$ cat config.mk
export PLATFORM = sky130hd
export DESIGN_NAME = bin_to_mr18_16_conv_flat
export DESIGN_NICKNAME = d
export VERILOG_FILES = /design/src/rtl/mr18_conv_pkg.sv /design/src/rtl/bin_to_mr18_16_conv_if.sv /design/src/rtl/mr_div_step.sv /design/src/rtl/bin_to_mr18_16_conv.sv /design/src/flat_wrapper.sv
export SDC_FILE = /design/constraint.sdc
export NUM_CORES = 1
export LEC_CHECK = 0
export ABC_CLOCK_PERIOD_IN_PS = 4200
export BUFFER_PORTS_ARGS = -buffer_cell sky130_fd_sc_hd__buf_2
export CAP_MARGIN = 30
export CORE_ASPECT_RATIO = 0.8
export CORE_MARGIN = 4
export CORE_UTILIZATION = 45
export CTS_BUF_LIST = sky130_fd_sc_hd__clkbuf_16
export DETAILED_ROUTE_END_ITERATION = 8
export PLACE_DENSITY = 0.66
export SETUP_SLACK_MARGIN = 0.1
export SYNTH_ARGS = -nofsm -noshare
export SYNTH_HDL_FRONTEND = slang
export SYNTH_SLANG_ARGS = --single-unit
$ cat constraint.sdc
create_clock -name clk -period 4.2 [get_ports clk]
set_clock_uncertainty 0.1 [all_clocks]
set_input_delay 0.84 -clock clk [delete_from_list [all_inputs] [get_ports clk]]
set_output_delay 0.84 -clock clk [all_outputs]
set_load 0.05 [all_outputs]
$ cat src/rtl/mr18_conv_pkg.sv
// mr18_conv_pkg: constants shared by the binary-to-mixed-radix converter and
// the mixed-radix-to-binary pipeline that consumes its digits.
//   MR_M3..MR_M6 : moduli for digits A3..A6 (MR_M6 is only a range bound)
//   MR_DIV_W     : dividend width, {ext[17:0], B3, B2, B1, B0}
//   conv_state_e : converter FSM states
package mr18_conv_pkg;

  localparam int unsigned MR_M3    = 117649;
  localparam int unsigned MR_M4    = 177147;
  localparam int unsigned MR_M5    = 262027;
  localparam int unsigned MR_M6    = 262049;
  localparam int unsigned MR_DIV_W = 82;

  typedef enum logic [1:0] {
    ST_IDLE = 2'd0,
    ST_DIV  = 2'd1,
    ST_FIN  = 2'd2,
    ST_OUT  = 2'd3
  } conv_state_e;

endpackage

$ cat src/rtl/bin_to_mr18_16_conv_if.sv
// bin_to_mr18_16_conv_if: input and output handshake bundle of the converter.
//   in side : in_valid/in_ready, sign_in, B0_in..B3_in (16b), ext_in (18b)
//   out side: out_valid/out_ready, sign_out, mr_A3_out..mr_A6_out (18b), ov_out
//   modport slave  : the converter's view
//   modport master : the producer/consumer view (drives inputs, reads digits)
interface bin_to_mr18_16_conv_if;

  logic        in_valid;
  logic        in_ready;
  logic        sign_in;
  logic [15:0] B0_in;
  logic [15:0] B1_in;
  logic [15:0] B2_in;
  logic [15:0] B3_in;
  logic [17:0] ext_in;

  logic        out_valid;
  logic        out_ready;
  logic        sign_out;
  logic [17:0] mr_A3_out;
  logic [17:0] mr_A4_out;
  logic [17:0] mr_A5_out;
  logic [17:0] mr_A6_out;
  logic        ov_out;

  modport slave (
    input  in_valid, sign_in, B0_in, B1_in, B2_in, B3_in, ext_in, out_ready,
    output in_ready, out_valid, sign_out, mr_A3_out, mr_A4_out, mr_A5_out,
           mr_A6_out, ov_out
  );

  modport master (
    output in_valid, sign_in, B0_in, B1_in, B2_in, B3_in, ext_in, out_ready,
    input  in_ready, out_valid, sign_out, mr_A3_out, mr_A4_out, mr_A5_out,
           mr_A6_out, ov_out
  );

endinterface

$ cat src/rtl/mr_div_step.sv
// mr_div_step: one combinational restoring-division step.
//   r_i   : current remainder (always < divisor < 2^18)
//   bit_i : next dividend bit, MSB first
//   div_i : divisor
//   r_o   : new remainder
//   q_o   : quotient bit
module mr_div_step (
  input  logic [17:0] r_i,
  input  logic        bit_i,
  input  logic [18:0] div_i,
  output logic [17:0] r_o,
  output logic        q_o
);

  logic [18:0] r_shift;

  assign r_shift = {r_i, bit_i};
  assign q_o     = (r_shift >= div_i);
  // After a successful subtract the result is below the divisor, so it fits
  // back into 18 bits.
  assign r_o     = q_o ? 18'(r_shift - div_i) : r_shift[17:0];

endmodule

$ cat src/rtl/bin_to_mr18_16_conv.sv
// bin_to_mr18_16_conv: iterative binary-to-mixed-radix converter.
// Divides the magnitude successively by M3, M4, M5 (MSB-first restoring
// division, one bit per cycle); the remainders are A3..A5, the final quotient
// gives A6 and the overflow flag. Sign is carried through untouched.
//   clk, reset_n : clock, async active-low reset
//   bus (slave)  : in_valid/in_ready + magnitude words, out_valid/out_ready +
//                  digits, sign_out, ov_out
//
// state | meaning
// IDLE  | in_ready=1, waiting for in_valid
// DIV   | one restoring step per cycle, DIV_W steps per digit, digits 0..2
// FIN   | capture A6 from quotient, evaluate overflow
// OUT   | out_valid=1, outputs held until out_ready
module bin_to_mr18_16_conv
  import mr18_conv_pkg::*;
#(
  parameter int unsigned M3    = MR_M3,
  parameter int unsigned M4    = MR_M4,
  parameter int unsigned M5    = MR_M5,
  parameter int unsigned M6    = MR_M6,
  parameter int unsigned DIV_W = MR_DIV_W
) (
  input logic                  clk,
  input logic                  reset_n,
  bin_to_mr18_16_conv_if.slave bus
);

  localparam int unsigned CNT_W = $clog2(DIV_W);

  localparam logic [1:0] S_IDLE = ST_IDLE;
  localparam logic [1:0] S_DIV  = ST_DIV;
  localparam logic [1:0] S_FIN  = ST_FIN;
  localparam logic [1:0] S_OUT  = ST_OUT;

  logic [1:0]       state_q, state_d;
  logic [DIV_W-1:0] x_q, x_d;
  logic [17:0]      r_q, r_d;
  logic [CNT_W-1:0] cnt_q, cnt_d;
  logic [1:0]       dig_q, dig_d;
  logic [17:0]      a3_q, a3_d;
  logic [17:0]      a4_q, a4_d;
  logic [17:0]      a5_q, a5_d;
  logic [17:0]      a6_q, a6_d;
  logic             sign_q, sign_d;
  logic             ov_q, ov_d;

  logic [18:0]      divisor;
  logic [17:0]      r_step;
  logic             q_step;
  logic             last_bit;

  always_comb begin
    case (dig_q)
      2'd0:    divisor = 19'(M3);
      2'd1:    divisor = 19'(M4);
      default: divisor = 19'(M5);
    endcase
  end

  mr_div_step u_step (
    .r_i   (r_q),
    .bit_i (x_q[DIV_W-1]),
    .div_i (divisor),
    .r_o   (r_step),
    .q_o   (q_step)
  );

  assign last_bit = (cnt_q == CNT_W'(DIV_W - 1));

  always_comb begin
    state_d = state_q;
    x_d     = x_q;
    r_d     = r_q;
    cnt_d   = cnt_q;
    dig_d   = dig_q;
    a3_d    = a3_q;
    a4_d    = a4_q;
    a5_d    = a5_q;
    a6_d    = a6_q;
    sign_d  = sign_q;
    ov_d    = ov_q;
    case (state_q)
      S_IDLE: begin
        if (bus.in_valid) begin
          x_d     = DIV_W'({bus.ext_in, bus.B3_in, bus.B2_in, bus.B1_in, bus.B0_in});
          sign_d  = bus.sign_in;
          r_d     = '0;
          cnt_d   = '0;
          dig_d   = 2'd0;
          state_d = S_DIV;
        end
      end
      S_DIV: begin
        // The quotient bits shift in behind the dividend, so once a digit is
        // done x_q already holds the dividend for the next one.
        x_d = {x_q[DIV_W-2:0], q_step};
        if (last_bit) begin
          case (dig_q)
            2'd0:    a3_d = r_step;
            2'd1:    a4_d = r_step;
            default: a5_d = r_step;
          endcase
          r_d   = '0;
          cnt_d = '0;
          dig_d = dig_q + 2'd1;
          if (dig_q == 2'd2) state_d = S_FIN;
        end else begin
          r_d   = r_step;
          cnt_d = cnt_q + 1'b1;
        end
      end
      S_FIN: begin
        a6_d    = x_q[17:0];
        ov_d    = (x_q >= DIV_W'(M6));
        state_d = S_OUT;
      end
      default: begin
        if (bus.out_ready) state_d = S_IDLE;
      end
    endcase
  end

  always_ff @(posedge clk or negedge reset_n) begin
    if (!reset_n) begin
      state_q <= S_IDLE;
      x_q     <= '0;
      r_q     <= '0;
      cnt_q   <= '0;
      dig_q   <= 2'd0;
      a3_q    <= '0;
      a4_q    <= '0;
      a5_q    <= '0;
      a6_q    <= '0;
      sign_q  <= 1'b0;
      ov_q    <= 1'b0;
    end else begin
      state_q <= state_d;
      x_q     <= x_d;
      r_q     <= r_d;
      cnt_q   <= cnt_d;
      dig_q   <= dig_d;
      a3_q    <= a3_d;
      a4_q    <= a4_d;
      a5_q    <= a5_d;
      a6_q    <= a6_d;
      sign_q  <= sign_d;
      ov_q    <= ov_d;
    end
  end

  assign bus.in_ready  = (state_q == S_IDLE);
  assign bus.out_valid = (state_q == S_OUT);
  assign bus.sign_out  = sign_q;
  assign bus.mr_A3_out = a3_q;
  assign bus.mr_A4_out = a4_q;
  assign bus.mr_A5_out = a5_q;
  assign bus.mr_A6_out = a6_q;
  assign bus.ov_out    = ov_q;

endmodule

$ cat src/flat_wrapper.sv
// flat-port wrapper written by rule: the top's interface ports become plain ports
module bin_to_mr18_16_conv_flat import mr18_conv_pkg::*;
#(
  parameter int unsigned M3    = MR_M3,
  parameter int unsigned M4    = MR_M4,
  parameter int unsigned M5    = MR_M5,
  parameter int unsigned M6    = MR_M6,
  parameter int unsigned DIV_W = MR_DIV_W
)
  (clk, reset_n, bus_in_valid, bus_sign_in, bus_B0_in, bus_B1_in, bus_B2_in, bus_B3_in, bus_ext_in, bus_out_ready, bus_in_ready, bus_out_valid, bus_sign_out, bus_mr_A3_out, bus_mr_A4_out, bus_mr_A5_out, bus_mr_A6_out, bus_ov_out);
  bin_to_mr18_16_conv_if bus_i ();
  input logic clk;
  input logic reset_n;
  input wire logic [$bits(bus_i.in_valid)-1:0] bus_in_valid;
  input wire logic [$bits(bus_i.sign_in)-1:0] bus_sign_in;
  input wire logic [$bits(bus_i.B0_in)-1:0] bus_B0_in;
  input wire logic [$bits(bus_i.B1_in)-1:0] bus_B1_in;
  input wire logic [$bits(bus_i.B2_in)-1:0] bus_B2_in;
  input wire logic [$bits(bus_i.B3_in)-1:0] bus_B3_in;
  input wire logic [$bits(bus_i.ext_in)-1:0] bus_ext_in;
  input wire logic [$bits(bus_i.out_ready)-1:0] bus_out_ready;
  output wire logic [$bits(bus_i.in_ready)-1:0] bus_in_ready;
  output wire logic [$bits(bus_i.out_valid)-1:0] bus_out_valid;
  output wire logic [$bits(bus_i.sign_out)-1:0] bus_sign_out;
  output wire logic [$bits(bus_i.mr_A3_out)-1:0] bus_mr_A3_out;
  output wire logic [$bits(bus_i.mr_A4_out)-1:0] bus_mr_A4_out;
  output wire logic [$bits(bus_i.mr_A5_out)-1:0] bus_mr_A5_out;
  output wire logic [$bits(bus_i.mr_A6_out)-1:0] bus_mr_A6_out;
  output wire logic [$bits(bus_i.ov_out)-1:0] bus_ov_out;
  assign bus_i.in_valid = bus_in_valid;
  assign bus_i.sign_in = bus_sign_in;
  assign bus_i.B0_in = bus_B0_in;
  assign bus_i.B1_in = bus_B1_in;
  assign bus_i.B2_in = bus_B2_in;
  assign bus_i.B3_in = bus_B3_in;
  assign bus_i.ext_in = bus_ext_in;
  assign bus_i.out_ready = bus_out_ready;
  assign bus_in_ready = bus_i.in_ready;
  assign bus_out_valid = bus_i.out_valid;
  assign bus_sign_out = bus_i.sign_out;
  assign bus_mr_A3_out = bus_i.mr_A3_out;
  assign bus_mr_A4_out = bus_i.mr_A4_out;
  assign bus_mr_A5_out = bus_i.mr_A5_out;
  assign bus_mr_A6_out = bus_i.mr_A6_out;
  assign bus_ov_out = bus_i.ov_out;
  bin_to_mr18_16_conv #(.M3(M3), .M4(M4), .M5(M5), .M6(M6), .DIV_W(DIV_W)) u_core (.clk(clk), .reset_n(reset_n), .bus(bus_i));
endmodule
After elaboration in Yosys (flattened, before gate mapping)
Index checks and enable logic that the tools add are counted.

word-level totals
  bits of input ports = 87
  flip-flop bits (word level) = 185
  logic and storage cells = 56

operators by class
  bitwise gates (word level) = 1
  $lt $le $gt $ge = 2
  eq/ne operators = 9
  reductions and logical operators = 12
  add/subtract/negate cells = 3
  muxes and demuxes = 18

operators by type and width
  cell                                                    count
  one-hot mux 82 bit (2 select lines)                     1
  >= comparator 82 x 18 -> 1 bit (second input constant)  1
  two-way mux 82 bit                                      1
  one-hot mux 18 bit (2 select lines)                     2
  two-way mux 18 bit                                      3
  >= comparator 19 x 18 -> 1 bit                          1
  subtractor 18 bit                                       1
  two-way mux 7 bit                                       2
  one-hot mux 7 bit (2 select lines)                      1
  two-way mux 2 bit                                       6
  AND reduction 3 bit                                     4
  adder 7 x 1 -> 7 bit (second input constant)            1
  equality test 7 bit (second input constant)             1
  equality test 2 bit (second input constant)             3
  one-hot mux 2 bit (3 select lines)                      1
  equality test 2 x 1 -> 1 bit (second input constant)    2
  logical NOT 2 bit                                       2
  != test 2 x 1 -> 1 bit (second input constant)          2
  one-hot mux 2 bit (2 select lines)                      1
  AND reduction 2 bit                                     2
  AND reduction 4 bit                                     1
  nonzero test 4 bit                                      1
  adder 2 x 1 -> 2 bit (second input constant)            1
  != test 2 bit (second input constant)                   1
  other kinds (3)                                         3

Longest topological paths before layout
  word-level depth = 6
  mapped depth = 13
  gate-level depth less buffers = 10

By module
Synthesis repeated with hierarchy kept, for this count alone.

second synthesis, totals
  cell total of the unflattened synthesis = 833
  area, all modules = 9379.0 µm²

by module, submodules not included
  module               area each (µm²)  cells each  sequential area each (µm²)  instances
  bin_to_mr18_16_conv  8065.2           665         4629.4                      1
  mr_div_step          1313.8           168         0.0                         1

Worst setup path before layout
OpenSTA, ideal clock, no wires.

  kind = register to register
  start = register u_core.dig_q[1]
  end = register u_core.a3_q[11], in the netlist u_core.bus.mr_A3_out[11]
  stages on the path, launching flop included = 11
  buffers on the path = 2
  data arrival time = 2736 ps
  setup time = 128 ps
  period minus slack after synthesis = 2964 ps
  slack = 1236 ps
  cell sequence = dfrtp_1 > inv_1 > ha_1 > ha_1 > a211oi_1 > nand3_4 > o21a_1 > buf_6 > buf_12 > mux2i_2 > o21ai_1

on the way
  word-level cells in the longest chain between the ends = 4

ends and longest elaborated chain
  element                                                                     RTL line                                              source
  from (decl)                                                                 bin_to_mr18_16_conv.sv:39                             logic [1:0] dig_q, dig_d;
  from (signal assigned)                                                      bin_to_mr18_16_conv.sv:141                            dig_q <= dig_d;
  equality test 2 x 1 -> 1 bit / logical NOT 2 bit (equally long branches)    bin_to_mr18_16_conv.sv:53, bin_to_mr18_16_conv.sv:98
  one-hot mux 18 bit (2 select lines)                                         bin_to_mr18_16_conv.sv:53                             case (dig_q)
  subtractor 18 bit / >= comparator 19 x 18 -> 1 bit (equally long branches)  mr_div_step.sv:21, mr_div_step.sv:18
  two-way mux 18 bit                                                          mr_div_step.sv:21                                     assign r_o = q_o ? 18'(r_shift - div_i) : r_shift[17:0];
  to (signal assigned)                                                        bin_to_mr18_16_conv.sv:130                            a3_q <= '0;
  to (signal assigned)                                                        bin_to_mr18_16_conv.sv:142                            a3_q <= a3_d;
  to (decl)                                                                   bin_to_mr18_16_conv.sv:40                             logic [17:0] a3_q, a3_d;

Parallel ways exist; a longest one is shown, timed or not.
A chain may end at the register's enable or synchronous reset.

Worst setup path in the final report
  start = register u_core.dig_q[1]
  end = register u_core.a3_q[14], in the netlist u_core.bus.mr_A3_out[14]

Same word-level chain as after synthesis.

==> run_results.csv <==
group,metric,value,unit
run_status,status,"complete, no violations",
placement,gp_congestion,0.866,
pwr,p_leak,5.04,nW
grt,grt_pass1_vias,6817,
sta,fin_crit_sh,0.871,
cts,cts_made_buffers,17,
worst_setup_path,crit_required,4.41,ns
grt,gr-total-overflow,0,
sta,slew_violations,0,
worst_setup_path,worstPathArrival,3.87,ns
worst_hold_path,min_from,"u_core.bus.mr_A4_out[5]$_DFFE_PN0P_",
cts,cts_resized,0,
worst_setup_path,end_kind,"flip-flop",
cts,cts_root_buffer,"clkbuf_16",
yosys,postSynthAreaPerCell,10.2,sq um
worst_setup_path,cp_max_fo,14,
sta,rsz0062_at_grt,"false",
worst_setup_path,critPathKind,"flip-flop to flip-flop",
yosys,ys_warn_count,0,
grt,grt.busiest_layer,"met2",
detailed_routing,vias,7181,
cts,path_clk_slew,0.07,ns
worst_setup_path,r2r_cells,10,
detailed_routing,post_drt_wl_per_cell,16.8,um
yosys,syn_nets,1014,
cts,cts_sinks,185,
pwr,power_density,644,nW/um^2
floorplanning,dieArea,22800,sq um
pwr,max-vdd-ir-drop,726,uV
grt,use_met3,0.0634,
worst_hold_path,worst_hold_path_type,"flip-flop to flip-flop",
placement,dp_hpwl,15600,um
cts,clock_latency,0.43,ns
worst_setup_path,cp_cell_sequence,"inv_1, ha_1, inv_1, ha_1, o211a_1, o21a_1, a21o_1, o21a_1, mux2i_1, mux2_2",
sta,final_hold_viol_count,0,
placement,port_buffers,162,
pwr,swShare,0.407,
worst_setup_path,rr_startpoint,"u_core.dig_q[1]$_DFFE_PN0P_",
grt,grt_util_met2,0.289,
layout,syn_to_final_growth,17.6,%
detailed_routing,ant_nets,0,
yosys,synth_flop_cell,"dfrtp_1",
cts,htreeDepth,4,
layout,nets,1150,
grt,grt_pass1_wl,36100,um
sta,fmax,0.273,GHz
cts,cts-hold-fix-buffers,0,
cts,post-cts-setup-buffers,0,
sta,finalCriticalPeriod,3.66,ns
detailed_routing,drc,0,
yosys,yosysUniqueCellTypes,68,
pwr,combPwrFrac,0.386,
worst_setup_path,cp-startpoint,"u_core.dig_q[1]$_DFFE_PN0P_",
sta,setup_viol,0,
yosys,synthArstFlopShare,1.00,
layout,drive_gt1_frac,0.233,
cts,cts_buffer_depth,2,
yosys,synth_seq_cells,185,
yosys,postSynthCellCount,904,
floorplanning,core,20000,sq um
cts,cts_tree,"built",
yosys,synth_edf_count,0,
sta,finalSetupTns,0,ns
detailed_routing,viasPerCell,5.45,
sta,relSlewSlack,0.391,
grt,grt_max_degree,118,
worst_setup_path,crit_path_start_kind,"flip-flop",
floorplanning,die_h,136,um
pwr,clkPwrFrac,0.218,
worst_setup_path,critPathMaxStageDelay,0.80,ns
worst_hold_path,whs_path_depth,2,
pwr,p_int,4.14,mW
detailed_routing,drtPass1Iterations,4,
worst_setup_path,slowest_stage,"o21a_1",
yosys,syn_area,9210,sq um
pwr,p_seq_frac,0.396,
detailed_routing,drt-total-wl,22100,um
floorplanning,start_util,0.461,
pwr,switching_power,2.84,mW
yosys,seq_area_frac_synth,0.502,
floorplanning,die_w,168,um
flow_run,cap_violations,0,
pwr,post-layout-total-power,6.98,mW
grt,grt_use_total,0.196,
layout,fin_area,10800,sq um
grt,grt.met1_usage,0.282,
placement,dpl_cell_area,10300,sq um
floorplanning,pin_count,163,
floorplanning,rows,46,
detailed_routing,drtIter0Drc,542,
sta,tightest_slew,0.913,ns
grt,antenna_found_initial,7,
## layout by cell type (no fill, tap or decap), types with 8 or more instances in the layout
master,n
a21oi_1,8
and3_1,9
buf_2,161
buf_4,11
clkbuf_16,17
dfrtp_1,185
ha_1,21
inv_1,8
mux2_2,23
mux2i_1,87
nand2_1,165
nand3_1,15
nand4_1,9
nor2_1,16
nor4_1,17
o211ai_1,15
o21ai_0,143
o21ai_1,16
xor2_1,8
## logic make-up (layout without fill, tap and decap cells)
group / Yosys count / in the layout / synth area share
adders and majority gates: 23 / 23 / 0.0320
xor gates and xnor gates: 17 / 17 / 0.0198
muxes: 113 / 113 / 0.128
buffers and inverters: 67 / 214 / 0.0318
and+or+nand+nor: 263 / 263 / 0.132
other: 0 / 2 / 0
DFF: 185 / 185 / 0.502
AOI/OAI and AO/OA: 236 / 236 / 0.154
## power groups by stage
| stage | clock, mW | combinational, mW | sequential [mW] |
|---|---|---|---|
| floorplan | 0 | 1.80 | 2.95 |
| global placement | 0 | 2.59 | 2.79 |
| global route | 1.63 | 3.03 | 2.85 |
| CTS | 1.56 | 2.67 | 2.77 |
| detailed placement | 0 | 2.66 | 2.79 |
| finish | 1.52 | 2.69 | 2.77 |
## cells in the mapped netlist (all sizes together) (2+ instances only)
master | instances | area, sq um
nand2b | 2 | 12.5
nor3b | 3 | 22.5
mux2i | 90 | 921
o31ai | 3 | 22.5
dfrtp | 185 | 4630
and2 | 2 | 12.5
ha | 22 | 275
inv | 8 | 30.0
o21ai | 161 | 810
o211ai | 16 | 125
and3 | 9 | 56.3
o211a | 2 | 20.0
a211oi | 7 | 57.6
a31oi | 8 | 80.1
a31o | 2 | 17.5
nor4b | 3 | 26.3
or4 | 7 | 56.3
nand2 | 165 | 619
xnor2 | 8 | 85.1
o21a | 4 | 30.0
o311ai | 2 | 17.5
buf | 17 | 105
nand3b | 3 | 22.5
a22o | 4 | 35.0
mux2 | 23 | 259
nor4 | 17 | 106
nor2 | 16 | 60.1
xor2 | 9 | 97.6
clkbuf | 42 | 158
nor2b | 5 | 31.3
nor3 | 2 | 10.0
nand3 | 16 | 92.6
a32oi | 3 | 26.3
nand4 | 9 | 56.3
a21boi | 2 | 15.0
a21o | 5 | 37.5
a21oi | 8 | 40.0
## metal layers
metal | vias up | wire length [um]
met4 | 10 | 254
met2 | 187 | 9730
met3 | 24 | 1730
met5 | - | 52
li1 | 3526 | -
met1 | 3434 | 10400
## sequential cells by signal (all words and copies together) (netlist names)
register              flops
u_core.x_q               82
u_core.bus.mr_A3_out     18
u_core.bus.mr_A4_out     18
u_core.bus.mr_A5_out     18
u_core.bus.mr_A6_out     18
u_core.r_q               18
u_core.cnt_q              7
u_core.dig_q              2
u_core.state_q            2
u_core.bus.ov_out         1
u_core.bus.sign_out       1
## path summary, 6_finish.rpt
kind / end / slack (ns)
worst max register to register: u_core.bus.mr_A3_out[14]$_DFFE_PN0P_ / 0.54
worst min-delay path: u_core.bus.mr_A4_out[5]$_DFFE_PN0P_ / 0.37
worst min register to register: u_core.bus.mr_A4_out[5]$_DFFE_PN0P_ / 0.37
worst max-delay path: u_core.bus.mr_A3_out[14]$_DFFE_PN0P_ / 0.54
min in group asynchronous: u_core.x_q[64]$_DFFE_PN0P_ / 0.41
max in group asynchronous: u_core.x_q[80]$_DFFE_PN0P_ / 2.60
## per-stage QoR
step | util | hold slack (ns) | setup WS [ns] | std cells
global route | 0.542 | 0.393 | 0.224 | 1317
finish | 0.542 | 0.375 | 0.541 | 1317
detailed placement | 0.513 | 0.365 | 0.574 | 1284
global placement | 0.512 | 0.356 | 0.630 | 1283
CTS | 0.541 | 0.381 | 0.531 | 1314
floorplan | - | 0.365 | 1.24 | 904
## cell type report
cell class	instances	area (sq um)
clock inverter	13	119
inverter	8	30.0
tap	264	330
multi-input combinational	652	4320
fill	1824	9140
clock buffer	17	425
antenna	2	5.00
timing repair buffer	176	977
sequential	185	4630
## critical path: cells and delay by family (launching register included)
family,cells,cell delay (ns)
buffers and inverters,2,0.24
multiplexers,2,0.58
adder cells (fa/ha/maj),2,0.67
AO/OA/AOI/OAI,4,1.53
flip-flops,1,0.42
(Power assumes the default switching activity.)
